[src/rtl/eightby3_enc_seq.sv]
// Sequential 8-to-3 encoder: accepts an 8-bit vector and emits one beat per set bit, in priority order.
// Optional build macro ENC_MSB_FIRST_EN drains from bit 7 down to 0 instead of 0 up to 7.
module eightby3_enc_seq (
    input  logic       clk,
    input  logic       rst_n,
    input  logic [7:0] inp,
    input  logic       in_valid,
    output logic       in_ready,
    output logic [2:0] y,
    output logic       out_valid,
    input  logic       out_ready,
    output logic       last,
    output logic       zero
);

    localparam logic StIdle = 1'b0;
    localparam logic StEmit = 1'b1;

    logic       state_q, state_d;
    logic [7:0] pending_q, pending_d;
    logic [2:0] y_q, y_d;
    logic       last_q, last_d;
    logic       zero_q, zero_d;
    logic       out_valid_q, out_valid_d;

    logic [7:0] sel_vec;
    logic [2:0] sel_idx;
    logic [7:0] sel_rest;

    // Index of the first-priority set bit; 0 when the vector is empty.
    function automatic logic [2:0] first_idx(input logic [7:0] v);
        logic [2:0] idx;
        idx = 3'd0;
`ifdef ENC_MSB_FIRST_EN
        for (int i = 0; i < 8; i++) begin
            if (v[i]) idx = 3'(i);
        end
`else
        for (int i = 7; i >= 0; i--) begin
            if (v[i]) idx = 3'(i);
        end
`endif
        return idx;
    endfunction

    // The same picker serves capture in IDLE and draining in EMIT.
    assign sel_vec  = (state_q == StIdle) ? inp : pending_q;
    assign sel_idx  = first_idx(sel_vec);
    assign sel_rest = sel_vec & ~(8'b1 << sel_idx);

    always_comb begin
        state_d     = state_q;
        pending_d   = pending_q;
        y_d         = y_q;
        last_d      = last_q;
        zero_d      = zero_q;
        out_valid_d = out_valid_q;
        case (state_q)
            StIdle: begin
                if (in_valid) begin
                    y_d         = sel_idx;
                    pending_d   = sel_rest;
                    last_d      = (sel_rest == 8'd0);
                    zero_d      = (inp == 8'd0);
                    out_valid_d = 1'b1;
                    state_d     = StEmit;
                end
            end
            StEmit: begin
                if (out_ready) begin
                    if (last_q) begin
                        out_valid_d = 1'b0;
                        zero_d      = 1'b0;
                        last_d      = 1'b0;
                        state_d     = StIdle;
                    end else begin
                        y_d       = sel_idx;
                        pending_d = sel_rest;
                        last_d    = (sel_rest == 8'd0);
                    end
                end
            end
            default: state_d = StIdle;
        endcase
    end

    always_ff @(posedge clk or negedge rst_n) begin
        if (!rst_n) begin
            state_q     <= StIdle;
            pending_q   <= 8'd0;
            y_q         <= 3'd0;
            last_q      <= 1'b0;
            zero_q      <= 1'b0;
            out_valid_q <= 1'b0;
        end else begin
            state_q     <= state_d;
            pending_q   <= pending_d;
            y_q         <= y_d;
            last_q      <= last_d;
            zero_q      <= zero_d;
            out_valid_q <= out_valid_d;
        end
    end

    // Gated by rst_n so upstream sees no readiness while reset is held.
    assign in_ready  = (state_q == StIdle) && rst_n;
    assign y         = y_q;
    assign last      = last_q;
    assign zero      = zero_q;
    assign out_valid = out_valid_q;

endmodule
[config.mk]
export PLATFORM = sky130hd
export DESIGN_NAME = eightby3_enc_seq
export DESIGN_NICKNAME = d
export VERILOG_FILES = /design/src/rtl/eightby3_enc_seq.sv
export SDC_FILE = /design/constraint.sdc
export NUM_CORES = 1
export LEC_CHECK = 0
export CAP_MARGIN = 40
export CORE_UTILIZATION = 40
export CTS_CLUSTER_DIAMETER = 40
export CTS_CLUSTER_SIZE = 20
export DETAILED_ROUTE_END_ITERATION = 10
export PLACE_DENSITY_LB_ADDON = 0.12
export SYNTH_ARGS = -nofsm -noshare
export SYNTH_HDL_FRONTEND = slang
export SYNTH_SLANG_ARGS = --single-unit
[constraint.sdc]
create_clock -name clk -period 2.3 [get_ports clk]
set_clock_uncertainty 0.05 [all_clocks]
set_input_delay 0.69 -clock clk [delete_from_list [all_inputs] [get_ports clk]]
set_output_delay 0.69 -clock clk [all_outputs]
set_load 0.005 [all_outputs]
# == Word-level counts from Yosys, hierarchy flattened ==
# Cells that the tools add are included.
# totals
reg_bits,15
word_cells,51
out_inout_bits,7
inputBits,12
# op_classes
mux,31
reduce_logical,6
shifts,1
n_bitwise,3
n_eq_ne,4
# op_table
op,count
2-to-1 mux 3 bit,11
2-to-1 mux 8 bit,4
zero test 8 bit,2
case mux 8 bit (2 select lines),1
2-to-1 mux 1 bit,10
bitwise AND 8 bit,1
NOT 8 bit,1
case mux 1 bit (2 select lines),4
"left shift 1 x 3 -> 8 bit, first input constant",1
"!= test 2 bit, second input constant",3
case mux 3 bit (2 select lines),1
AND reduction 3 bit,2
"!= test 2 x 1 -> 1 bit, second input constant",1
AND reduction 2 bit,1
logical AND 1 bit,1
NOT 1 bit,1

# == Logic depth before layout (Yosys ltp) ==
# Gate-level depths: netlist of the first run.
# logic_depth
depth_word,16
depth_mapped,7
ltp_nobuf,5

# == Worst setup path before layout of the first run ==
# Ideal clock, no wire load.
# synth_path
path_kind,input-to-reg
start,input inp[4]
end,register pending_q[5]
required_ns,2.128
slack_ns,0.025
t_arrival_ns,2.103
stages,5
n_path_buf,0
path_cell_list,or3_1 > a222oi_1 > o221ai_1 > a21o_1 > a32o_1
# synth_via
elab_chain_cells,12
elab_cells_between_ends,13
classes_between,1 x shift; 10 x mux; 2 x bitwise
# synth_lines
element,line,rtl
from (decl),6,"input logic [7:0] inp,"
2-to-1 mux 8 bit (*),47,assign sel_vec = (state_q == StIdle) ? inp : pending_q;
2-to-1 mux 3 bit (*) (5 in a row),40,if (v[i]) idx = 3'(i);
left shift 1 x 3 -> 8 bit (*),49,assign sel_rest = sel_vec & ~(8'b1 << sel_idx);
NOT 8 bit (*),49,
bitwise AND 8 bit (*),49,
2-to-1 mux 8 bit,71,if (last_q) begin
2-to-1 mux 8 bit,70,if (out_ready) begin
case mux 8 bit (2 select lines) (*),58,case (state_q)
to (signal assigned),97,pending_q <= pending_d;
to (decl),20,"logic [7:0] pending_q, pending_d;"
# Mark *: on every way between the ends. The rest lies on a longest branch, timed or not. The select of a mux whose other input is x is not followed.
# A chain may end at the register's enable or synchronous reset.

# == Worst setup path after layout of the first run ==
# layout_path
start,input inp[0]
end,"register last_q, in the netlist last"
# layout_via
elab_chain_cells,9
elab_cells_between_ends,10
classes_between,1 x shift; 6 x mux; 2 x bitwise; 1 x reduce/logical
# layout_lines
element,line,rtl
2-to-1 mux 8 bit (*),47,
2-to-1 mux 3 bit,40,
left shift 1 x 3 -> 8 bit,49,
NOT 8 bit,49,
bitwise AND 8 bit (*),49,
zero test 8 bit (*),"63, 79",
2-to-1 mux 1 bit,71,
2-to-1 mux 1 bit,70,
case mux 1 bit (2 select lines) (*),58,
to (signal assigned),99,last_q <= last_d;
to (decl),22,"logic last_q, last_d;"
# Marks and branches as above.

==> impl_metrics.yaml, run 1 <==
yosys:
  ys.flop_type: "dfrtp_1"
  ys_top_cells_by_area: "dfrtp_1 38%, nand2_1 6.4%, nor2_1 5.7%"
  synth_cell_types: 37
  syn_avg_cell_area_sq_um: 8.153
  synth_nets: 134
  ys_warn_count: 0
  ys_ff_latch: 15
  synth_edf_count: 0
  netlist_area_sq_um: 994.7
  async_flop_share: 1.000
  synthCells: 122
  synth_top_area_cell: "dfrtp_1"
  synth_top_area_frac: 0.3774
  seq_area_frac_synth: 0.3774
global_route:
  grt_max_degree: 16
  grt_use_total: 0.2411
  grt-ovfl-total: 0
  antenna_found_initial: 0
  grt_first_pass_wirelength_microns: 4650
  grt_pass1_vias: 975
timing:
  hold_viol_final: 0
  fmax_mhz: 455.3
  fin_crit_sh: 0.9550
  worstMarginPinSlew_ns: 0.7263
  slew_headroom: 0.5107
  slew_viol_final: 0
  fin_tns_setup_ns: 0
  min_period_ns: 2.196
  layout_setup_ws_ns: 0.1035
  timing.hold.ws_ns: 0.4184
  rsz0062_at_grt: "false"
  finalSetupViolCount: 0
clock_network:
  cts_tree: "done"
  root_buffer: "clkbuf_4"
  cts_sinks: 15
  clk_pin_slew_ns: 0.10
  clk_latency_ns: 0.29
  cts_made_buffers: 3
  clk_path_buf_depth: 2
  cts_htree_levels: 1
critical_path:
  crit_fanout: 3
  critPathBufInv: 1
  r2r_cells: 7
  endpoint_kind: "flop"
  path_cells: "clkdlybuf4s50_1 > nor3_1 > nor2_1 > a2bb2oi_1 > o41ai_1 > o211a_1"
  r2r_end: "last"
  critPathArrivalTime_ns: 2.39
  worstPathRequired_ns: 2.49
  crit_type: "input pin to flop"
  worst-path-stages: 6
  crit_path_start_kind: "input pin"
  startpoint: "inp[0]"
  rr_startpoint: "state_q"
  r2r_slack_ns: 0.16
  cp_slowest_cell: "clkdlybuf4s50_1"
  cp-endpoint: "last"
  cp_top_family: "compound AO/OA/AOI/OAI gates"
  slowest_delay_ns: 0.44
floorplanning:
  core_sq_um: 2276
  die_w_microns: 51.87
  start_util: 0.4371
  die_area_sq_um: 2690
  ioPinCount: 19
  die_y_microns: 51.87
  num_rows: 17
finish:
  layout_commonest_cell: "buf_4"
  fin_nets: 181
  final_cells: 196
  syn2layout_area_growth_pct: 47.42
  post-route-util: 0.6443
  n_antenna_cell: 0
  drive_above_1_share: 0.2202
  layout_common_cells: "26 x buf_4, 17 x nand2_1, 15 x nor2_1, 15 x dfrtp_1, 12 x clkdlybuf4s50_1"
placed_design:
  dp_slack_ns: -0.3639
  dp.cells: 190
  portBuffers: 18
  hpwl_microns: 2177
  place.gp.congestion: 0.9085
detailed_routing:
  via_per_inst: 5.500
  vias: 1078
  first_iter_violations: 30
  final_antenna_net_count: 0
  drc: 0
  wl_per_cell_microns: 14.50
  drt_first_pass_iters: 4
  wirelength_microns: 2842
status:
  status: "finished clean"
pwr:
  power_density_nw_per_um2: 1329
  p_leak_uw: 0.0007140
  irDropWorstVdd_mv: 0.7803
flow_run:
  maxCapViolCount: 0
worst_hold_path:
  hold_class: "input pin to async pin"
[power by group]
part           internal [uW]  leakage, uW  switching [uW]
logic                    687     0.000509             629
clock network           67.6    0.0000150            98.3
registers                367     0.000190            99.8
total                   1120     0.000714             827
[metrics by stage]
step	area, sq um	power (uW)
6_report	1466	1949
5_1_grt	1466	2114
4_1_cts	1430	1905
3_5_place_dp	1388	1700
3_3_place_gp	1388	1676
2_1_floorplan	994.7	1194
[kinds of logic after synthesis]
group,synth area share
buffers and inverters,0.03270
AOI/OAI and AO/OA,0.2541
and+or+nand+nor,0.3057
DFF,0.3774
muxes,0.03019
[sequential cells by signal (all words and copies together) (netlist names)]
signal	flops
last	1
y	3
state_q	1
zero	1
out_valid	1
pending_q	8
[worst register-to-register path: stages (launching register included)]
cell and delay [ns]:
dfrtp_1 0.44, buf_4 0.15, or3_1 0.36, a222oi_1 0.37
buf_4 0.19, nor2_1 0.05, a31o_2 0.21, o211a_1 0.21
[worst min-delay path by stage]
stage,startpoint,end,slack (ns),depth (start not counted)
floorplan,rst_n,last,0.34,0
global placement,y[0],y[0],0.40,2
detailed placement,y[0],y[0],0.41,2
CTS,rst_n,y[0],0.43,2
global route,rst_n,pending_q[7],0.42,2
finish,rst_n,pending_q[0],0.42,2
[cell type report]
cell class | instances | area, sq um
Fill cell | 214 | 809.5
Tap cell | 28 | 35.03
Sequential cell | 15 | 375.4
Inverter | 4 | 15.01
Multi-Input combinational cell | 99 | 606.8
Timing Repair Buffer | 46 | 407.9
Clock buffer | 4 | 26.28
[metal layers]
| metal | part of all wire | vias to the layer above | global-route usage |
|---|---|---|---|
| met5 | 0 | - | 0 |
| met4 | 0.0084 | 0 | 0.08559 |
| met3 | 0.055 | 2 | 0.03801 |
| met2 | 0.45 | 41 | 0.3568 |
| met1 | 0.49 | 493 | 0.3504 |
| li1 | - | 542 | - |
[cell usage after synthesis (2+ instances only)]
| cell | count |
|---|---|
| a32o_1 | 2 |
| o21ai_0 | 6 |
| or3_1 | 2 |
| nand2b_1 | 6 |
| buf_2 | 2 |
| dfrtp_1 | 15 |
| nor3b_1 | 3 |
| a21oi_1 | 4 |
| mux2i_1 | 3 |
| nor3_1 | 7 |
| inv_1 | 4 |
| a21o_1 | 2 |
| clkbuf_1 | 2 |
| nor2b_1 | 5 |
| o31ai_1 | 3 |
| nand3_1 | 3 |
| nand2_1 | 17 |
| a2bb2oi_1 | 2 |
| a32oi_1 | 2 |
| nor2_1 | 15 |
[timing repair]
action,4_1_cts,5_1_grt
hold buffers,0,0
resized for setup,7,6
setup endpoints to repair,2,5
pin swaps,2,3
buffers inserted,0,2
Power figures use the tool's default switching activity.
==> inputs of run 2 (changes only) <==
==> constraint.sdc (replaced) <==
create_clock -name clk -period 2.2 [get_ports clk]
set_clock_uncertainty 0.05 [all_clocks]
set_input_delay 0.66 -clock clk [delete_from_list [all_inputs] [get_ports clk]]
set_output_delay 0.66 -clock clk [all_outputs]
set_load 0.005 [all_outputs]
==> impl_metrics.yaml, run 2 (synthesis results as in run 1) <==
global_route:
  antenna_found_initial: 0
  grt_use_total: 0.2526
  grt_max_degree: 16
  grt-ovfl-total: 0
  grt_pass1_vias: 1046
  grt_first_pass_wirelength_microns: 4864
clock_network:
  cts_tree: "done"
  clk_latency_ns: 0.29
  cts_htree_levels: 1
  postCtsSetupBuffers: 0
  cts_hold_buf: 0
  cts_sinks: 15
  cts_made_buffers: 3
  clk_path_buf_depth: 2
  root_buffer: "clkbuf_4"
  clk_pin_slew_ns: 0.09
critical_path:
  critPathArrivalTime_ns: 2.26
  r2r_cells: 6
  crit_path_start_kind: "input pin"
  crit_fanout: 3
  crit_type: "input pin to flop"
  endpoint_kind: "flop"
  worstPathRequired_ns: 2.33
  rr_startpoint: "state_q"
  r2r_end: "pending_q[5]"
  r2r_slack_ns: 0.19
placed_design:
  hpwl_microns: 2270
  place.gp.congestion: 0.9639
  portBuffers: 18
  dp.cells: 196
  place_area_sq_um: 1433
finish:
  n_antenna_cell: 0
  syn2layout_area_growth_pct: 48.93
  largest-register: "pending_q"
  layout_common_cells: "32 x buf_4, 17 x nand2_1, 15 x nor2_1, 15 x dfrtp_1, 12 x clkdlybuf4s50_1"
  post-route-util: 0.6509
  drive_above_1_share: 0.2384
  fin_nets: 185
  finalInstanceArea_sq_um: 1481
  largest_reg_flops: 8
  layout_commonest_cell: "buf_4"
  final_cells: 200
floorplanning:
  core_sq_um: 2276
  num_rows: 17
  die_w_microns: 51.87
  die_y_microns: 51.87
  ioPinCount: 19
  die_area_sq_um: 2690
  start_util: 0.4371
detailed_routing:
  wl_per_cell_microns: 14.70
  wirelength_microns: 2940
  drt_first_pass_iters: 5
  first_iter_violations: 35
  vias: 1089
  via_per_inst: 5.445
  final_antenna_net_count: 0
  drc: 0
timing:
  fin_crit_sh: 0.9674
  rsz0062_at_grt: "true"
  hold_viol_final: 0
  finalSetupViolCount: 0
  slew_headroom: 0.6441
  fin_tns_setup_ns: 0
  min_period_ns: 2.128
  worstMarginPinSlew_ns: 0.5303
  slew_viol_final: 0
  fmax_mhz: 469.9
pwr:
  irDropWorstVdd_mv: 0.8814
  p_leak_uw: 0.0007116
  power_density_nw_per_um2: 1405
  power_uw: 2081
worst_hold_path:
  hold_class: "input pin to async pin"
flow_run:
  maxCapViolCount: 0
status:
  status: "finished clean"
==> run 2: cell types whose count changed in the layout (fill, tap and decap cells not counted), sizes merged <==
| cell | previous run | this run |
|---|---|---|
| buf | 28 | 32 |
| dlygate4sd2 | 1 | 3 |
| dlymetal6s2s | 4 | 2 |
==> run 2: layout make-up <==
type | count | area [sq um]
timing repair buffer | 50 | 422.9
sequential | 15 | 375.4
fill | 205 | 794.5
tap | 28 | 35.03
inverter | 4 | 15.01
multi-input combinational | 99 | 606.8
clock buffer | 4 | 26.28
==> run 2: critical path, stage by stage <==
cell             delay [ns]
clkdlybuf4s50_1        0.42
or3_1                  0.37
a2bb2oi_1              0.19
o221ai_1               0.20
a21o_1                 0.22
a32o_1                 0.20
==> run 2: worst max path at each step <==
stage | from | cells past startpoint | to | slack [ns]
after floorplan | inp[4] | 5 | pending_q[5] | 0.008
after global placement | rst_n | 3 | in_ready | -0.36
after detailed placement | inp[2] | 6 | pending_q[5] | -0.40
after CTS | inp[6] | 8 | last | 0.004
after global routing | inp[2] | 8 | last | -0.02
final | inp[3] | 6 | pending_q[5] | 0.07
==> run 2: routing by layer <==
metal | global-route usage | vias up | wire, microns
met3 | 0.03509 | 5 | 138
met2 | 0.3825 | 30 | 1338
li1 | - | 547 | -
met4 | 0.09459 | 0 | 41
met1 | 0.3615 | 507 | 1422
met5 | 0 | - | 0
==> run 2: power breakdown <==
part / internal (uW) / leakage, uW / total [uW] / switching, uW
Combinational: 755 / 0.000506 / 1420 / 668
Sequential: 384 / 0.000190 / 495 / 112
Clock: 70.6 / 0.0000150 / 163 / 92.3
Total: 1210 / 0.000712 / 2080 / 872
==> run 2: metrics by stage <==
stage	setup slack (ns)	hold slack (ns)
global route	-0.01601	0.4523
finish	0.07171	0.4298
CTS	0.004184	0.4423
floorplan	0.008385	0.3144
detailed placement	-0.4045	0.4152
global placement	-0.3603	0.4055
==> run 2: what timing repair did <==
item                                    4_1_cts  5_1_grt
gates cloned                                  0        0
pin swaps                                     2        2
endpoints found under the hold margin         0        0
endpoints found under the setup margin        6        6
resized for setup                             6        6
==> inputs of run 3 (changes only) <==
--- a/config.mk
+++ b/config.mk
@@ -5,7 +5,7 @@
 export SDC_FILE = /design/constraint.sdc
 export NUM_CORES = 1
 export LEC_CHECK = 0
-export CAP_MARGIN = 40
+export CAP_MARGIN = 30
 export CORE_UTILIZATION = 40
 export CTS_CLUSTER_DIAMETER = 40
 export CTS_CLUSTER_SIZE = 20
==> results of run 3 <==
Same layout as run 2: the final DEF is identical, and so are final timing and power.
==> edit, RTL diff (config.mk and constraints of run 3) <==
The option `ENC_MSB_FIRST_EN` is turned on by a define.
--- a/src/rtl/eightby3_enc_seq.sv
+++ b/src/rtl/eightby3_enc_seq.sv
@@ -2,2 +2,4 @@
 // Optional build macro ENC_MSB_FIRST_EN drains from bit 7 down to 0 instead of 0 up to 7.
+`define ENC_MSB_FIRST_EN
+
 module eightby3_enc_seq (
Behaviour: not the same (Yosys sat finds a counterexample within 4 cycles, from zero or initial values and one cycle with rst_n low).
==> edit against run 3 <==
- synthesized area decreased by 4.8%
- routed wire length decreased by 11%
- total power decreased by 10%
- setup slack improved by 0.0018 ns
- maximum frequency about the same
- sequential cell count unchanged
- hold slack improved by 0.047 ns
- design area decreased by 4.6%
- critical path type unchanged
- highest routed layer unchanged
==> edit: results (changes against run 3) <==
CTS Buf Count = 3 (unchanged)
Yosys Warn Count = 0 (unchanged)
Pin count of the biggest net entering global routing = 16 (unchanged)
DP HPWL = 1956 um (-14%)
Reg clk slew, reported paths = 0.09 ns (about the same)
GPL Wtd Cong = 0.8187 (-15%)
Post-synthesis async set-or-reset flop share = 100.0% (unchanged)
Mux cell area share after synthesis = 8.851% (+5.8 points)
Initial antenna violation count = 0 (unchanged)
Syn Area/Cell = 8.770 sq um (+7.6%)
CTS Root Cell = clkbuf_4
Global-route usage over all layers = 23.49% (-1.8 points)
First-pass GRT wire length = 4333 um (-11%)
Layout cell share with drive strength beyond 1 = 28.57% (+4.7 points)
Vias in the first global route = 950 (-9.2%)
Filler cell count = 202 (-1.5%)
Antenna diode count = 0 (unchanged)
CTS Buffer Depth = 2 (unchanged)
Post-Synth Adder-Cell Area = 0% (unchanged)
Crit path max fanout = 3 (unchanged)
# nets final = 167 (-9.7%)
Outcome = finished, final reports clean
Via density = 5.363 (-1.5%)
Cell variety after synth = 35 (-5.4%)
Sequential share of the synthesized area = 39.63% (+1.9 points)
Actual slew at the worst max-slew pin = 0.4321 ns (-0.09824 ns)
VDD IR-drop max = 0.8441 mV (-4.2%)
Complex-gate fraction of the synthesized area = 19.55% (-5.9 points)
Post-synth net total = 120 (-10%)
Most instantiated cells after synthesis = 17 x nand2_1, 15 x dfrtp_1, 9 x nor2_1
DRT iter0 DRCs = 26 (-26%)
Placed Instance Area = 0.001321 sq mm (-7.8%)
Pre-CTS setup slack = -0.4529 ns (-0.04843 ns)
Drt pass-1 iters = 5 (unchanged)
Ys flop type = dfrtp_1
Insertion delay to the later sink of the worst-skew pair = 0.29 ns (about the same)
Routed WL = 2605 um (-11%)
Post-Synth XOR/XNOR Area = 0% (unchanged)
Top cells by area, synth = dfrtp_1 40%, nand2_1 6.7%, mux2i_1 5.3%
Max FFs per register = 8 (unchanged)
Count of input and output buffers = 18 (unchanged)
Hold Path Class = register to register
Reg2Reg Depth = 7 (+1)
Hold depth = 2
Largest reg by FF count = pending_q
Avg WL per Cell = 14.31 um (-2.6%)
P_leak = 0.6525 nW (-8.3%)
H-tree depth = 1 (unchanged)
edit: where the power goes:
group	leakage, nW	internal (mW)	switching, mW
clock network	0.0150	0.0706	0.0927
registers	0.188	0.379	0.109
logic	0.450	0.663	0.551
edit: timing repair:
item | CTS | global route
pin swaps | 5 | 7
endpoints found under the hold margin | 0 | 0
setup endpoints to repair | 6 | 7
resized for setup | 10 | 9
buffers inserted | 1 | 3
edit: kinds of logic after synthesis:
kind of cell	Yosys count
multiplexers	8
AO/OA/AOI/OAI	27
buffers and inverters	7
AND/OR/NAND/NOR	51
flip-flops	15
edit: layer usage:
| metal | GRT usage (%) | up-vias | wire length (um) |
|---|---|---|---|
| li1 | - | 485 | - |
| met1 | 31.14 | 470 | 1234 |
| met2 | 36.89 | 15 | 1264 |
| met3 | 3.939 | 6 | 48 |
| met4 | 11.11 | 0 | 57 |
| met5 | 0 | - | 0 |
edit: critical path, stage by stage:
cell and delay [ns]:
clkdlybuf4s50_1 0.44, nor2b_1 0.15, o21a_1 0.20, or4b_1 0.56
a21oi_2 0.15, mux2_2 0.15
edit: layout make-up:
type                            instances  share of cell area [%]
Clock buffer                            4                   1.860
Multi-Input combinational cell         86                   40.57
Timing Repair Buffer                   46                   27.64
Inverter                                3                  0.7972
Sequential cell                        15                   26.66
Tap cell                               28                   2.480
edit: final timing paths:
check / startpoint / to / slack, ns
min in group asynchronous: rst_n / pending_q[4] / 0.65
worst min register to register: pending_q[7] / pending_q[7] / 0.48
worst max register to register: state_q / pending_q[2] / 0.08
worst min-delay path: pending_q[7] / pending_q[7] / 0.48
worst max-delay path: inp[1] / pending_q[3] / 0.07
max in group asynchronous: rst_n / state_q / 1.25
edit: stage by stage:
stage	power [mW]	util (%)	hold WS (ns)
floorplan	1.096	-	0.3144
global placement	1.523	59.73	0.4596
detailed placement	1.549	59.73	0.4609
CTS	1.769	61.82	0.4741
global route	2.031	63.86	0.4970
finish	1.865	63.86	0.4767
